==> config.mk <==
export PLATFORM = sky130hd
export DESIGN_NAME = neuron_accum_act_flat
export DESIGN_NICKNAME = d
export VERILOG_FILES = /design/src/rtl/neuron_accum_act_if.sv /design/src/rtl/neuron_accum_act.sv /design/src/flat_wrapper.sv
export SDC_FILE = /design/constraint.sdc
export NUM_CORES = 1
export LEC_CHECK = 0
export CAP_MARGIN = 20
export CORE_MARGIN = 3
export CORE_UTILIZATION = 58
export DETAILED_ROUTE_END_ITERATION = 16
export HOLD_SLACK_MARGIN = 0.05
export PLACE_DENSITY_LB_ADDON = 0.2
export SYNTH_ARGS = -nofsm -noshare
export SYNTH_HDL_FRONTEND = slang
export SYNTH_SLANG_ARGS = --single-unit
==> constraint.sdc <==
create_clock -name clk -period 4.3 [get_ports clk]
set_clock_uncertainty 0.15 [all_clocks]
set_input_delay 0.645 -clock clk [delete_from_list [all_inputs] [get_ports clk]]
set_output_delay 0.645 -clock clk [all_outputs]
set_load 0.02 [all_outputs]
==> src/rtl/neuron_accum_act_if.sv <==
`default_nettype none
// ============================================================================
// Module      : neuron_accum_act_if
// Description : Term-in / activation-out stream bundle for the neuron stage.
//               master = upstream/downstream environment, slave = neuron.
// Revision    : 1.0  initial release
// ============================================================================
interface neuron_accum_act_if #(
    parameter int DW = 16
);
    logic          in_valid;
    logic [DW-1:0] in_data;
    logic          in_ready;
    logic          out_valid;
    logic [DW-1:0] out_data;
    logic          out_ready;

    modport master (
        output in_valid, in_data, out_ready,
        input  in_ready, out_valid, out_data
    );

    modport slave (
        input  in_valid, in_data, out_ready,
        output in_ready, out_valid, out_data
    );
endinterface
`default_nettype wire

==> src/rtl/neuron_accum_act.sv <==
`default_nettype none
// ============================================================================
// Module      : neuron_accum_act
// Description : Accumulates cfg_len partial-sum terms onto a bias, applies an
//               arithmetic right shift, then ReLU with positive saturation and
//               offers the activation on a valid/ready handshake.
//               Optional macro LEAKY_RELU_EN: negatives become s>>>3 (saturated
//               to the most negative DW value) instead of 0.
// Revision    : 1.0  initial release
// ============================================================================
module neuron_accum_act #(
    parameter int DW    = 16,
    parameter int ACC_W = 32,
    parameter int CNT_W = 8
) (
    input  wire logic             clk,
    input  wire logic             rst,
    input  wire logic [CNT_W-1:0] cfg_len,
    input  wire logic [DW-1:0]    cfg_bias,
    input  wire logic [3:0]       cfg_shift,
    neuron_accum_act_if.slave     s_if,
    output logic                  busy
);
    typedef enum logic [1:0] {
        ST_IDLE = 2'd0,
        ST_ACC  = 2'd1,
        ST_ACT  = 2'd2,
        ST_OUT  = 2'd3
    } state_t;

    // Largest / smallest representable activation, sign-extended to ACC_W.
    localparam logic signed [ACC_W-1:0] c_pos_max = {{(ACC_W-DW+1){1'b0}}, {(DW-1){1'b1}}};
`ifdef LEAKY_RELU_EN
    localparam logic signed [ACC_W-1:0] c_neg_min = {{(ACC_W-DW+1){1'b1}}, {(DW-1){1'b0}}};
`endif

    state_t                   r_state;
    logic signed [ACC_W-1:0]  r_acc;
    logic [CNT_W-1:0]         r_count;
    logic [CNT_W-1:0]         r_len;
    logic [3:0]               r_shift;
    logic                     r_out_valid;
    logic [DW-1:0]            r_out_data;

    logic                     w_in_ready;
    logic                     w_accept;
    logic signed [ACC_W-1:0]  w_term_ext;
    logic signed [ACC_W-1:0]  w_bias_ext;
    logic signed [ACC_W-1:0]  w_shifted;
    logic [DW-1:0]            w_act;

    assign w_in_ready = (r_state == ST_IDLE) || (r_state == ST_ACC);
    assign w_accept   = s_if.in_valid && w_in_ready;
    assign w_term_ext = {{(ACC_W-DW){s_if.in_data[DW-1]}}, s_if.in_data};
    assign w_bias_ext = {{(ACC_W-DW){cfg_bias[DW-1]}}, cfg_bias};
    assign w_shifted  = r_acc >>> r_shift;

    assign s_if.in_ready  = w_in_ready;
    assign s_if.out_valid = r_out_valid;
    assign s_if.out_data  = r_out_data;
    assign busy           = (r_state != ST_IDLE);

    // Activation of the requantised accumulator: clamp to the DW range.
    always_comb begin
        w_act = '0;
        if (w_shifted < 0) begin
`ifdef LEAKY_RELU_EN
            if ((w_shifted >>> 3) < c_neg_min) begin
                w_act = c_neg_min[DW-1:0];
            end else begin
                w_act = w_shifted[DW+2:3];
            end
`else
            w_act = '0;
`endif
        end else if (w_shifted > c_pos_max) begin
            w_act = c_pos_max[DW-1:0];
        end else begin
            w_act = w_shifted[DW-1:0];
        end
    end

    // Control FSM with accumulator, term counter and registered result.
    always_ff @(posedge clk) begin
        if (rst) begin
            r_state     <= ST_IDLE;
            r_acc       <= '0;
            r_count     <= '0;
            r_len       <= '0;
            r_shift     <= '0;
            r_out_valid <= 1'b0;
            r_out_data  <= '0;
        end else begin
            case (r_state)
                ST_IDLE: begin
                    if (w_accept) begin
                        // Configuration is captured only here, so later edits
                        // cannot disturb an activation in progress.
                        r_len   <= cfg_len;
                        r_shift <= cfg_shift;
                        r_acc   <= w_bias_ext + w_term_ext;
                        r_count <= CNT_W'(1);
                        r_state <= (cfg_len <= CNT_W'(1)) ? ST_ACT : ST_ACC;
                    end
                end
                ST_ACC: begin
                    if (w_accept) begin
                        r_acc   <= r_acc + w_term_ext;
                        r_count <= r_count + CNT_W'(1);
                        if (r_count + CNT_W'(1) == r_len) begin
                            r_state <= ST_ACT;
                        end
                    end
                end
                ST_ACT: begin
                    r_out_data  <= w_act;
                    r_out_valid <= 1'b1;
                    r_state     <= ST_OUT;
                end
                ST_OUT: begin
                    if (s_if.out_ready) begin
                        r_out_valid <= 1'b0;
                        r_state     <= ST_IDLE;
                    end
                end
                default: r_state <= ST_IDLE;
            endcase
        end
    end
endmodule
`default_nettype wire

==> src/flat_wrapper.sv <==
// flat-port wrapper written by rule: the top's interface ports become plain ports
module neuron_accum_act_flat 
#(
    parameter int DW    = 16,
    parameter int ACC_W = 32,
    parameter int CNT_W = 8
)
  (clk, rst, cfg_len, cfg_bias, cfg_shift, busy, s_if_in_valid, s_if_in_data, s_if_out_ready, s_if_in_ready, s_if_out_valid, s_if_out_data);
  neuron_accum_act_if #(.DW(DW)) s_if_i ();
  input  wire logic clk;
  input  wire logic rst;
  input  wire logic [CNT_W-1:0] cfg_len;
  input  wire logic [DW-1:0] cfg_bias;
  input  wire logic [3:0] cfg_shift;
  output logic busy;
  input wire logic [$bits(s_if_i.in_valid)-1:0] s_if_in_valid;
  input wire logic [$bits(s_if_i.in_data)-1:0] s_if_in_data;
  input wire logic [$bits(s_if_i.out_ready)-1:0] s_if_out_ready;
  output wire logic [$bits(s_if_i.in_ready)-1:0] s_if_in_ready;
  output wire logic [$bits(s_if_i.out_valid)-1:0] s_if_out_valid;
  output wire logic [$bits(s_if_i.out_data)-1:0] s_if_out_data;
  assign s_if_i.in_valid = s_if_in_valid;
  assign s_if_i.in_data = s_if_in_data;
  assign s_if_i.out_ready = s_if_out_ready;
  assign s_if_in_ready = s_if_i.in_ready;
  assign s_if_out_valid = s_if_i.out_valid;
  assign s_if_out_data = s_if_i.out_data;
  neuron_accum_act #(.DW(DW), .ACC_W(ACC_W), .CNT_W(CNT_W)) u_core (.clk(clk), .rst(rst), .cfg_len(cfg_len), .cfg_bias(cfg_bias), .cfg_shift(cfg_shift), .s_if(s_if_i), .busy(busy));
endmodule
Yosys cells after proc, flatten, opt, wreduce, memory -nomap -nowiden
Cells that the tools add are included.
W data, S select, Z words.
- bits in registers: 71
- bits of input ports: 48
- output and inout bits: 19
- add/sub/neg operators: 3
- order comparisons: 3
- equality and inequality tests: 8
- shift-type cells: 1
- muxes and demuxes: 16
- reductions and logical operators: 10
- operators with widths (kind ; number):
    $mux W32 ; 2
    $pmux W32 S2 ; 1
    $add A32 B16 Y32 ; 1
    $gt A32 B16 Y1 const B ; 1
    $lt A32 B1 Y1 const B ; 1
    $mux W16 ; 2
    $sshr A32 B4 Y32 ; 1
    $add A16 B16 Y17 ; 1
    $mux W8 ; 2
    $pmux W8 S2 ; 1
    $mux W2 ; 5
    $add A8 B1 Y8 const B ; 1
    $eq A8 B8 Y1 ; 1
    $le A8 B1 Y1 const B ; 1
    $pmux W2 S4 ; 1
    $reduce_bool A2 Y1 ; 3
    $eq A2 B2 Y1 const B ; 2
    $ne A2 B1 Y1 const B ; 2
    $ne A2 B2 Y1 const B ; 2
    $reduce_and A2 Y1 ; 2
    $reduce_and A4 Y1 ; 1
    $reduce_and A3 Y1 ; 1
    $eq A2 B1 Y1 const B ; 1
    $logic_not A2 Y1 ; 1
    4 further kinds ; 4

Logic depth before layout (Yosys ltp)
- depth after elaboration: 5
- gate-level depth with buffers: 13
- gate-level depth less buffers: 12

Worst setup path before layout
No wires, ideal clock.
- kind: input to register
- from: input port s_if_in_data[0]
- to: register u_core.r_acc[30]
- library setup time: 0.062 ns
- arrival time: 3.064 ns
- required time: 4.088 ns
- path slack: 1.024 ns
- stages: 12
- buffers on the path: 0
- path through: ha_1 inv_1 fa_1 nand2b_1 a21oi_1 o21ai_1 a211oi_1 o21bai_1 o21ai_1 a211oi_1 or4b_1 nand3_1
- word-level cells in the longest chain between the ends: 3
- elaborated cells on any way between the ends: 5
- ends and longest elaborated chain (item ; line ; RTL):
    from (decl) ; flat_wrapper.sv:17 ; input wire logic [$bits(s_if_i.in_data)-1:0] s_if_in_data;
    $add A32 B16 Y32 / $add A16 B16 Y17 (equally long branches) ; neuron_accum_act.sv:108, neuron_accum_act.sv:101 ;
    $mux W32, on equally long branches ; neuron_accum_act.sv:107, neuron_accum_act.sv:96 ;
    $pmux W32 S2 (*) ; neuron_accum_act.sv:94 ; case (r_state)
    to (signal assigned) ; neuron_accum_act.sv:101 ; r_acc <= w_bias_ext + w_term_ext;
    to (signal assigned) ; neuron_accum_act.sv:108 ; r_acc <= r_acc + w_term_ext;
    to (decl) ; neuron_accum_act.sv:38 ; logic signed [ACC_W-1:0] r_acc;
Mark *: on every way between the ends. The rest lies on a longest branch, timed or not. The select of a mux whose other input is x is not followed.
A chain may end at the register's enable or synchronous reset.

Worst setup path after layout
Ends and elaborated chain as after synthesis.

==> results.yml <==
timing:
  clock.fmax_mhz: 249.0
  period_share_pct: 93.39
  maxSlewViolCount: 0
  tns_ns: 0
  finalSetupViolCount: 0
  hold-worst-slack_ns: 0.3000
  worst_pin_slew_ns: 1.049
  post-route-min-period_ns: 4.016
  rsz0062_at_grt: "no"
  slew_headroom_pct: 30.05
  hold_violations: 0
worst_setup_path:
  critPathRequiredTime_ns: 4.45
  cp_max_fo: 6
  cpPeakStageDelay_ns: 0.52
  cp_num_buf_inv: 2
  r2r_end: "u_core.r_acc[30]$_SDFFE_PP0P_"
  reg2reg_depth: 12
  end_kind: "flip-flop"
  ff2ff_setup_slack_ns: 0.64
  reg2reg_from: "u_core.r_acc[0]$_SDFFE_PP0P_"
  cp.arrival_ns: 4.17
  crit_type: "input pin to flip-flop"
  cp-start-kind: "input pin"
  cp_top_family: "compound AO/OA/AOI/OAI gates"
  cp_slowest_cell: "or4b_1"
  crit_chain: "clkdlybuf4s50_1 -> ha_1 -> inv_1 -> fa_1 -> nand2b_1 -> a21oi_1 -> o21ai_1 -> a211oi_1 -> o21bai_1 -> o21ai_1 -> a211oi_1 -> or4b_1 -> nand3_1"
synth:
  yosysWarnings: 0
  synth_nets: 934
  syn_area_um2: 6405
  synth-async-reset-ratio_pct: 0
  synth_top_flop_cell: "dfxtp_1"
  synth.distinct_cells: 67
  ys_seq_elements: 71
  synthCells: 832
  synth-seq-area-share_pct: 22.19
  synth-edff-count: 0
  avgSynthCellArea_um2: 7.698
floorplanning:
  num_rows: 37
  core_area_um2: 10510
  pin_count: 67
  die_area_um2: 12340
  dieWidth_um: 111.1
  initial_core_util_pct: 60.95
  die_h_um: 111.1
min_path:
  whs_path_depth: 2
  hp-class: "flip-flop to flip-flop"
  min_to: "u_core.s_if.out_data[14]$_SDFFE_PP0P_"
  hp-start: "u_core.s_if.out_data[14]$_SDFFE_PP0P_"
clocking:
  clk_latency_ns: 0.36
  cts_root_buffer: "clkbuf_8"
  post_cts.repair.setup_buffers: 0
  numCtsBuffers: 9
  cts_tree: "built"
  htreeDepth: 3
  cts-resized-gates: 0
  ctsHoldBuffers: 0
  clock_sinks: 71
  clock_path_buffers: 2
  clk_pin_slew_ns: 0.08
routing:
  vias_per_cell: 6.210
  drt-initial-drc-count: 578
  ant_nets: 0
  drc: 0
  drt_wl_total_um: 17390
  wl_per_cell_um: 16.99
  dr.pass1.iters: 5
  vias: 6353
run:
  cap_violations: 0
placement:
  port_buffers: 66
  dp.cells: 1007
  dp_hpwl_um: 13350
  place_congestion: 1.043
power:
  p_comb_share_pct: 58.5
  worst_ir_drop_vdd_mv: 0.3593
  p_clk_share_pct: 15.6
  p_int_uw: 2352
  cellPowerDensity_nw_per_um2: 581.5
  cellLeakagePower_uw: 0.003019
  p_seq_share_pct: 25.9
  switching_share_pct: 45.44
  switchingPower_uw: 1959
cells_and_area:
  final_common_cell: "nor2_1"
  area_growth_pct: 15.75
  nets: 984
  layoutNonFillerInstCount: 1023
  n_antenna_cell: 0
  final_cell_mix: "101 x nor2_1, 100 x nand2_1, 90 x a21oi_1, 71 x dfxtp_1, 65 x clkdlybuf4s50_1"
  drive_gt1_share_pct: 7.215
status:
  status: "finished clean"
global_route:
  gr-total-overflow: 0
  grt_max_degree: 54
  antenna_found_initial: 0
  grt_pass1_vias: 6023
  track_usage_pct: 28.03
  grt_first_pass_wirelength_um: 29090
==> layer usage <==
metal,GRT usage (%),wire [um],part of all wire (%)
met4,8.029,323,1.9
met2,46.44,8097,47
met1,37.87,7871,45
met5,0,0,0
met3,4.476,1094,6.3
==> worst register-to-register path, delay by kind of cell (launching register included) <==
kind                       cells  cell delay, ns
DFF                            1            0.41
AOI/OAI and AO/OA              6            1.51
adders and majority gates      2            0.63
buffers and inverters          1            0.07
and+or+nand+nor                3            0.84
==> registers in the layout, indices dropped and copies added (netlist names) <==
signal	cells
u_core.r_acc	32
u_core.s_if.out_data	16
u_core.r_count	8
u_core.r_len	8
u_core.r_shift	4
u_core.r_state	2
u_core.s_if.out_valid	1
==> power by group through the flow <==
stage	sequential (uW)	clock (uW)	combinational, uW
after detailed placement	1130	0	2470
after CTS	1110	679	2490
after global routing	1150	708	2780
after floorplan	1070	0	1840
after global placement	1110	0	2420
final	1120	673	2520
==> Yosys cell counts, drive strengths merged, types with 6 or more instances <==
| library cell | count | share of area [%] |
|---|---|---|
| nor2 | 101 | 5.9 |
| nand2 | 100 | 5.9 |
| a21oi | 92 | 7.3 |
| dfxtp | 71 | 22 |
| o21ai | 53 | 4.1 |
| ha | 52 | 10 |
| mux2i | 33 | 5.2 |
| clkbuf | 29 | 1.7 |
| a211oi | 27 | 3.6 |
| xnor2 | 27 | 3.7 |
| nand3 | 19 | 1.5 |
| inv | 17 | 1.0 |
| nor3 | 17 | 1.3 |
| a21o | 16 | 2.0 |
| xor2 | 16 | 2.2 |
| mux4 | 13 | 4.6 |
| and2 | 11 | 1.1 |
| buf | 11 | 0.90 |
| a31oi | 9 | 0.88 |
| nor2b | 9 | 1.0 |
| a311oi | 8 | 1.2 |
| nand2b | 7 | 0.68 |
| o211ai | 7 | 0.82 |
| o21a | 7 | 0.82 |
| o31ai | 7 | 0.90 |
| nor4 | 6 | 0.59 |
| or3 | 6 | 0.59 |
==> how the worst max path moves through the flow <==
stage / slack (ns) / from / to / cells after the start
after detailed placement: 0.0008 / s_if_in_data[0] / u_core.r_acc[30]$_SDFFE_PP0P_ / 13
final: 0.28 / s_if_in_data[0] / u_core.r_acc[30]$_SDFFE_PP0P_ / 13
after global placement: 0.15 / s_if_in_data[0] / u_core.r_acc[30]$_SDFFE_PP0P_ / 13
after CTS: 0.34 / s_if_in_data[0] / u_core.r_acc[30]$_SDFFE_PP0P_ / 13
after floorplan: 1.02 / s_if_in_data[0] / u_core.r_acc[30]$_SDFFE_PP0P_ / 12
after global routing: 0.07 / s_if_in_data[0] / u_core.r_acc[30]$_SDFFE_PP0P_ / 13
==> logic make-up after synthesis <==
logic type / Yosys count / synth area share [%]
flip-flops: 71 / 22.19
multiplexers: 50 / 10.43
buffers and inverters: 59 / 3.712
XOR/XNOR: 43 / 5.880
AO/OA/AOI/OAI: 258 / 26.16
adder cells (fa/ha/maj): 54 / 10.78
AND/OR/NAND/NOR: 297 / 20.84
==> metrics by stage <==
step                      power (uW)  area, um^2  setup slack [ns]  util [%]
after floorplan                 2915        6405             1.024         -
after global placement          3531        7162            0.1534     68.15
after detailed placement        3594        7162         0.0008145     68.15
after CTS                       4280        7413            0.3396     70.54
after global routing            4641        7413           0.07326     70.54
final                           4311        7413            0.2844     70.54
==> final cells by class <==
cell class	instances	area (um^2)
repair buffers	79	753.2
flip-flops and latches	71	1421
multi-input cells	702	4746
well taps	136	170.2
clock buffers	9	123.9
inverters	19	71.32
clock inverters	7	127.6
fillers	829	3095
Power figures use the tool's default switching activity.
